--- src/rtl/microc_pkg.sv ---
// Shared definitions for the microcontroller datapath: ALU operation codes
// and instruction field positions.
package microc_pkg;

  localparam logic [2:0] ALU_PASSA = 3'b000;
  localparam logic [2:0] ALU_NOTA  = 3'b001;
  localparam logic [2:0] ALU_ADD   = 3'b010;
  localparam logic [2:0] ALU_SUB   = 3'b011;
  localparam logic [2:0] ALU_AND   = 3'b100;
  localparam logic [2:0] ALU_OR    = 3'b101;
  localparam logic [2:0] ALU_NEGA  = 3'b110;
  localparam logic [2:0] ALU_NEGB  = 3'b111;

  localparam int OPC_W   = 6;
  localparam int RA_W    = 4;
  localparam int RA1_LSB = 8;
  localparam int RA2_LSB = 4;
  localparam int WA3_LSB = 0;

endpackage

--- src/rtl/ras_stack.sv ---
// Return-address stack: LIFO of code addresses with occupancy flags and
// single-cycle overflow/underflow pulses. Push and pop together replace the top.
module ras_stack #(
  parameter int AW        = 10,
  parameter int RAS_DEPTH = 4
) (
  input  logic          clk,
  input  logic          rst_n,
  input  logic          i_push,
  input  logic          i_pop,
  input  logic [AW-1:0] i_din,
  output logic [AW-1:0] o_top,
  output logic          o_empty,
  output logic          o_full,
  output logic          o_ovf,
  output logic          o_unf
);

  localparam int CW = $clog2(RAS_DEPTH + 1);

  logic [CW-1:0] r_count;
  logic [AW-1:0] r_mem [RAS_DEPTH];
  logic [CW-1:0] w_top_idx;
  logic [CW-1:0] w_wr_idx;
  logic          w_wr_en;

  assign o_empty   = (r_count == '0);
  assign o_full    = (r_count == CW'(RAS_DEPTH));
  assign o_unf     = i_pop & o_empty;
  assign o_ovf     = i_push & ~i_pop & o_full;
  assign w_top_idx = r_count - CW'(1);

  // A tail call (push with pop) overwrites the current top instead of growing.
  assign w_wr_en  = i_push & (i_pop ? ~o_empty : ~o_full);
  assign w_wr_idx = i_pop ? w_top_idx : r_count;

  always_comb begin
    o_top = '0;
    for (int i = 0; i < RAS_DEPTH; i++) begin
      if (w_top_idx == CW'(i)) o_top = r_mem[i];
    end
  end

  always_ff @(posedge clk or negedge rst_n) begin
    if (!rst_n) begin
      r_count <= '0;
    end else if (i_push && !i_pop && !o_full) begin
      r_count <= r_count + CW'(1);
    end else if (i_pop && !i_push && !o_empty) begin
      r_count <= r_count - CW'(1);
    end
  end

  always_ff @(posedge clk) begin
    for (int i = 0; i < RAS_DEPTH; i++) begin
      if (w_wr_en && (w_wr_idx == CW'(i))) r_mem[i] <= i_din;
    end
  end

endmodule

--- src/rtl/microc_ras.sv ---
// Single-cycle microcontroller datapath with a return-address stack for
// nested calls, stack status flags and a sticky stack-error flag.
module microc_ras
  import microc_pkg::*;
#(
  parameter int AW        = 10,
  parameter int DW        = 8,
  parameter int IW        = 16,
  parameter int RAS_DEPTH = 4
) (
  input  logic          clk,
  input  logic          reset,
  input  logic [IW-1:0] instr,
  input  logic          s_inc,
  input  logic          s_inm,
  input  logic          we3,
  input  logic          wez,
  input  logic [2:0]    op,
  input  logic          push,
  input  logic          pop,
  output logic [AW-1:0] pc,
  output logic [5:0]    opcode,
  output logic          z,
  output logic          ras_empty,
  output logic          ras_full,
  output logic          ras_err
);

  logic [AW-1:0]   r_pc;
  logic            r_z;
  logic            r_err;
  logic [DW-1:0]   r_rf [16];

  logic [RA_W-1:0] w_ra1, w_ra2, w_wa3;
  logic [DW-1:0]   w_rd1, w_rd2, w_alu, w_imm, w_wd3;
  logic            w_zalu;
  logic [AW-1:0]   w_pc_inc, w_pc_nxt, w_target, w_top;
  logic            w_empty, w_full, w_ovf, w_unf;

  function automatic logic [DW-1:0] alu_f(input logic [2:0]    f_op,
                                          input logic [DW-1:0] a,
                                          input logic [DW-1:0] b);
    case (f_op)
      ALU_PASSA: return a;
      ALU_NOTA:  return ~a;
      ALU_ADD:   return a + b;
      ALU_SUB:   return a - b;
      ALU_AND:   return a & b;
      ALU_OR:    return a | b;
      ALU_NEGA:  return '0 - a;
      default:   return '0 - b;
    endcase
  endfunction

  assign w_ra1    = instr[RA1_LSB +: RA_W];
  assign w_ra2    = instr[RA2_LSB +: RA_W];
  assign w_wa3    = instr[WA3_LSB +: RA_W];
  assign w_imm    = instr[DW+3:4];
  assign w_target = instr[AW-1:0];

  // r0 is hard-wired to zero on read; its storage slot is never consulted.
  assign w_rd1  = (w_ra1 == '0) ? '0 : r_rf[w_ra1];
  assign w_rd2  = (w_ra2 == '0) ? '0 : r_rf[w_ra2];
  assign w_alu  = alu_f(op, w_rd1, w_rd2);
  assign w_zalu = (w_alu == '0);
  assign w_wd3  = s_inm ? w_imm : w_alu;

  always_ff @(posedge clk) begin
    if (we3 && (w_wa3 != '0)) r_rf[w_wa3] <= w_wd3;
  end

  assign w_pc_inc = r_pc + AW'(1);

  ras_stack #(
    .AW        (AW),
    .RAS_DEPTH (RAS_DEPTH)
  ) u_ras (
    .clk     (clk),
    .rst_n   (reset),
    .i_push  (push),
    .i_pop   (pop),
    .i_din   (w_pc_inc),
    .o_top   (w_top),
    .o_empty (w_empty),
    .o_full  (w_full),
    .o_ovf   (w_ovf),
    .o_unf   (w_unf)
  );

  // A return on an empty stack falls through to the next instruction.
  always_comb begin
    w_pc_nxt = s_inc ? w_pc_inc : w_target;
    if (pop) w_pc_nxt = w_empty ? w_pc_inc : w_top;
  end

  always_ff @(posedge clk or negedge reset) begin
    if (!reset) begin
      r_pc  <= '0;
      r_z   <= 1'b0;
      r_err <= 1'b0;
    end else begin
      r_pc  <= w_pc_nxt;
      r_err <= r_err | w_ovf | w_unf;
      if (wez) r_z <= w_zalu;
    end
  end

  assign pc        = r_pc;
  assign opcode    = instr[IW-1 -: OPC_W];
  assign z         = r_z;
  assign ras_empty = w_empty;
  assign ras_full  = w_full;
  assign ras_err   = r_err;

endmodule

--- config.mk ---
export PLATFORM = sky130hd
export DESIGN_NAME = microc_ras
export DESIGN_NICKNAME = d
export VERILOG_FILES = /design/src/rtl/microc_pkg.sv /design/src/rtl/ras_stack.sv /design/src/rtl/microc_ras.sv
export SDC_FILE = /design/constraint.sdc
export NUM_CORES = 1
export LEC_CHECK = 0
export ABC_AREA = 1
export CORE_ASPECT_RATIO = 1.2
export CORE_MARGIN = 2
export CORE_UTILIZATION = 63
export CTS_BUF_LIST = sky130_fd_sc_hd__clkbuf_4
export CTS_CLUSTER_DIAMETER = 50
export DETAILED_ROUTE_END_ITERATION = 6
export PLACE_DENSITY = 0.82
export SLEW_MARGIN = 20
export SYNTH_ARGS = -nofsm -noshare
export SYNTH_HDL_FRONTEND = slang
export SYNTH_SLANG_ARGS = --single-unit
export TNS_END_PERCENT = 10
--- constraint.sdc ---
create_clock -name clk -period 4.9 [get_ports clk]
set_input_delay 0.98 -clock clk [delete_from_list [all_inputs] [get_ports clk]]
set_output_delay 0.98 -clock clk [all_outputs]
set_load 0.05 [all_outputs]
==> run_results.csv <==
group,metric,value,unit
status,status,"finished, final reports clean",
yosys,synthCells,1373,
timing,fin_crit_sh,86.5,%
clocking,h-tree-depth,4,
clocking,numCtsBuffers,17,
yosys,yosys-top-cells-area,"edfxtp_1, nand2_1, nand3_1",
yosys,synth_common_cells,"nand2_1, nand3_1, inv_1",
routing,final_antenna_net_count,0,
hold_path,hold_path.startpoint,"ras_err",
place,hpwl,21400,um
yosys,synth-seq-cells,183,
clocking,cts_tree,"yes",
clocking,clock_tree.root_cell,"clkbuf_4",
grt,antenna_found_initial,2,
timing,timing.final.hold_violations,0,
pwr,seq_power_share,46.3,%
layout,fin_nets,1479,
grt,grt_pass1_vias,9363,
routing,wl_per_cell,18.2,um
yosys,yosysTopAreaCellShare,45.8,%
worst_setup_path,path_class,"in -> reg",
timing,clock_skew,19.9,ps
timing,drv_slew,0,
place,port_buffers,38,
yosys,synth_seq_area_share,49.2,%
clocking,postCtsSetupBuffers,0,
worst_setup_path,reg2reg_to,"r_rf[4][7]",
layout,final_area,12100,um^2
routing,post-route-drc-count,0,
yosys,yosysMostFrequentCell,"nand2_1",
yosys,synth_top_area_cell,"edfxtp_1",
clocking,cts_max_path_buffers,2,
yosys,synthDistinctLibCells,43,
layout,area_growth,9.48,%
place,placedInstanceArea,11800,um^2
timing,tightest_slew,1130,ps
clocking,clk_latency,620,ps
run,drv_cap,0,
routing,drtIter0Drc,1291,
routing,vias_per_cell,5.89,
yosys,ys_warn_count,0,
worst_setup_path,required,5270,ps
worst_setup_path,ff2ff_path_depth,24,
worst_setup_path,r2r_start,"r_rf[0][1]",
worst_setup_path,critPathTopFamily,"buffers and inverters",
worst_setup_path,crit_buf_inv,5,
pwr,pwr-share-comb,36.6,%
yosys,yosys_most_used_dff,"edfxtp_1",
grt,grt_use_total,33.2,%
layout,fin_util,71.0,%
die,rows,52,
worst_setup_path,ff2ff_setup_slack,1300,ps
routing,drt-pass1-iter-count,6,
pwr,p_per_area,371,nW/um^2
layout,drive_above_1_share,8.64,%
timing,finalSetupTns,0,ps
timing,fin_crit,4240,ps
timing,slew_headroom,24.2,%
die,initial_core_util,64.9,%
pwr,p_int,2700,uW
grt,grt_max_degree,59,
die,ioPinCount,47,
timing,hold_ws,495,ps
yosys,synth_async_sr_flop_share,8.20,%
pwr,p_switching,1770,uW
worst_setup_path,crit_path_max_fanout,21,
pwr,swShare,39.6,%
die,die-width,125,um
die,die_h,149,um
routing,vias,9791,
place,place_congestion,0.933,
hold_path,hold-path-cell-count,2,
worst_setup_path,cp.arrival,4610,ps
worst_setup_path,startpoint_type,"input port",
die,core,17000,um^2
pwr,p_clk_share,17.1,%
grt,grt_pass1_wl,47700,um
routing,wirelength,30300,um
clocking,hold_buffers,0,
timing,rsz0062_at_grt,"no",
grt,grt_overflow,0,
timing,finalSetupViolations,0,
yosys,synth_area_per_cell,8.02,um^2
worst_setup_path,max_stage_delay,550,ps
hold_path,hp-class,"reg -> reg",
timing,clock.fmax,0.236,GHz
worst_setup_path,cp-end-kind,"flop",
worst_setup_path,path_common_cell,"nand2_1",
worst_setup_path,cpMaxStageDelayCell,"clkdlybuf4s50_1",
clocking,clk_pin_slew,150,ps
clocking,clkSinkCount,183,
pwr,leakage,0.00545,uW
die,die-area,18600,um^2
yosys,netlist_area,11000,um^2
hold_path,hold_end,"ras_err",
clocking,cts_resized,0,
pwr,peakVddDrop,0.000456,V
yosys,synth_edf_count,168,
==> placed cells by master (no fill, tap or decap), drive strengths merged <==
master and n:
a31oi 6, nand3b 3, a211oi 2, o31ai 1, nor3 8, nor2 81
nor4 2, edfxtp 168, inv 204, clkbuf 17, o21ai 57, a21oi 27
o22ai 4, o2bb2ai 1, nand4 3, ha 18, clkinvlp 3, nand3 219
xor2 11, o311ai 2, conb 8, fa 1, buf 62, diode 1
clkdlybuf4s50 36, dfrtp 15, o21bai 1, o211ai 27, xnor2 6, nand2 441
or2 1, o221ai 1, clkinv 10
==> worst min-delay path, delay by kind of cell (launching register included) <==
family	cells	cell delay, ps
flip-flops	1	380
AND/OR/NAND/NOR	1	50
AO/OA/AOI/OAI	1	40
==> power by group through the flow <==
| stage | Combinational [uW] | Clock [uW] | Sequential [uW] |
|---|---|---|---|
| after detailed placement | 1610 | 0 | 2100 |
| final | 1640 | 764 | 2070 |
| after floorplan | 926 | 0 | 2230 |
| after CTS | 1610 | 774 | 2070 |
| after global routing | 1780 | 818 | 2080 |
| after global placement | 1570 | 0 | 2100 |
==> metal layers <==
| layer | vias to the layer above | routed length (um) | global-route usage [%] |
|---|---|---|---|
| met4 | 0 | 1480 | 18.3 |
| met1 | 4490 | 11600 | 42.4 |
| met3 | 123 | 2970 | 5.49 |
| met5 | - | 0 | 0 |
| met2 | 568 | 14300 | 54.4 |
| li1 | 4610 | - | - |
==> worst max path at each step <==
stage / startpoint / end / slack, ps / cells past startpoint
final: instr[5] / r_rf[4][7] / 660 / 26
after global routing: instr[5] / r_rf[4][7] / 300 / 26
after CTS: instr[5] / r_rf[12][7] / 750 / 26
after detailed placement: instr[5] / r_rf[4][7] / 70 / 26
after global placement: instr[5] / r_rf[4][7] / 80 / 26
after floorplan: instr[4] / r_rf[0][7] / 720 / 24
==> cells by family (layout without fill, tap and decap cells) <==
family,count (synthesis),after routing,synth area share [%]
other,1,9,0.0340
xor gates and xnor gates,17,17,1.35
buffers and inverters,266,332,11.0
and+or+nand+nor,758,758,29.2
AOI/OAI and AO/OA,129,129,6.98
DFF,183,183,49.2
adders and majority gates,19,19,2.23
==> flip-flops by register name (all words and copies together) (netlist names) <==
register       flops
pc                10
r_rf             128
ras_err            1
u_ras.r_count      3
u_ras.r_mem       40
z                  1
==> cell type report <==
class	count	area, um^2
sequential	183	5420
fill	1376	4920
multi-input combinational	931	4430
timing repair buffer	98	921
inverter	202	763
tap	216	270
clock buffer	17	128
clock inverter	15	123
antenna	1	2.50
==> stage by stage <==
step	total power [uW]	instances	setup WS, ps
finish	4470	1663	661
global route	4680	1663	301
CTS	4460	1662	750
detailed placement	3710	1630	70.1
global placement	3670	1630	84.3
floorplan	3150	1380	720
No activity file was read; power rests on OpenSTA's default activity.
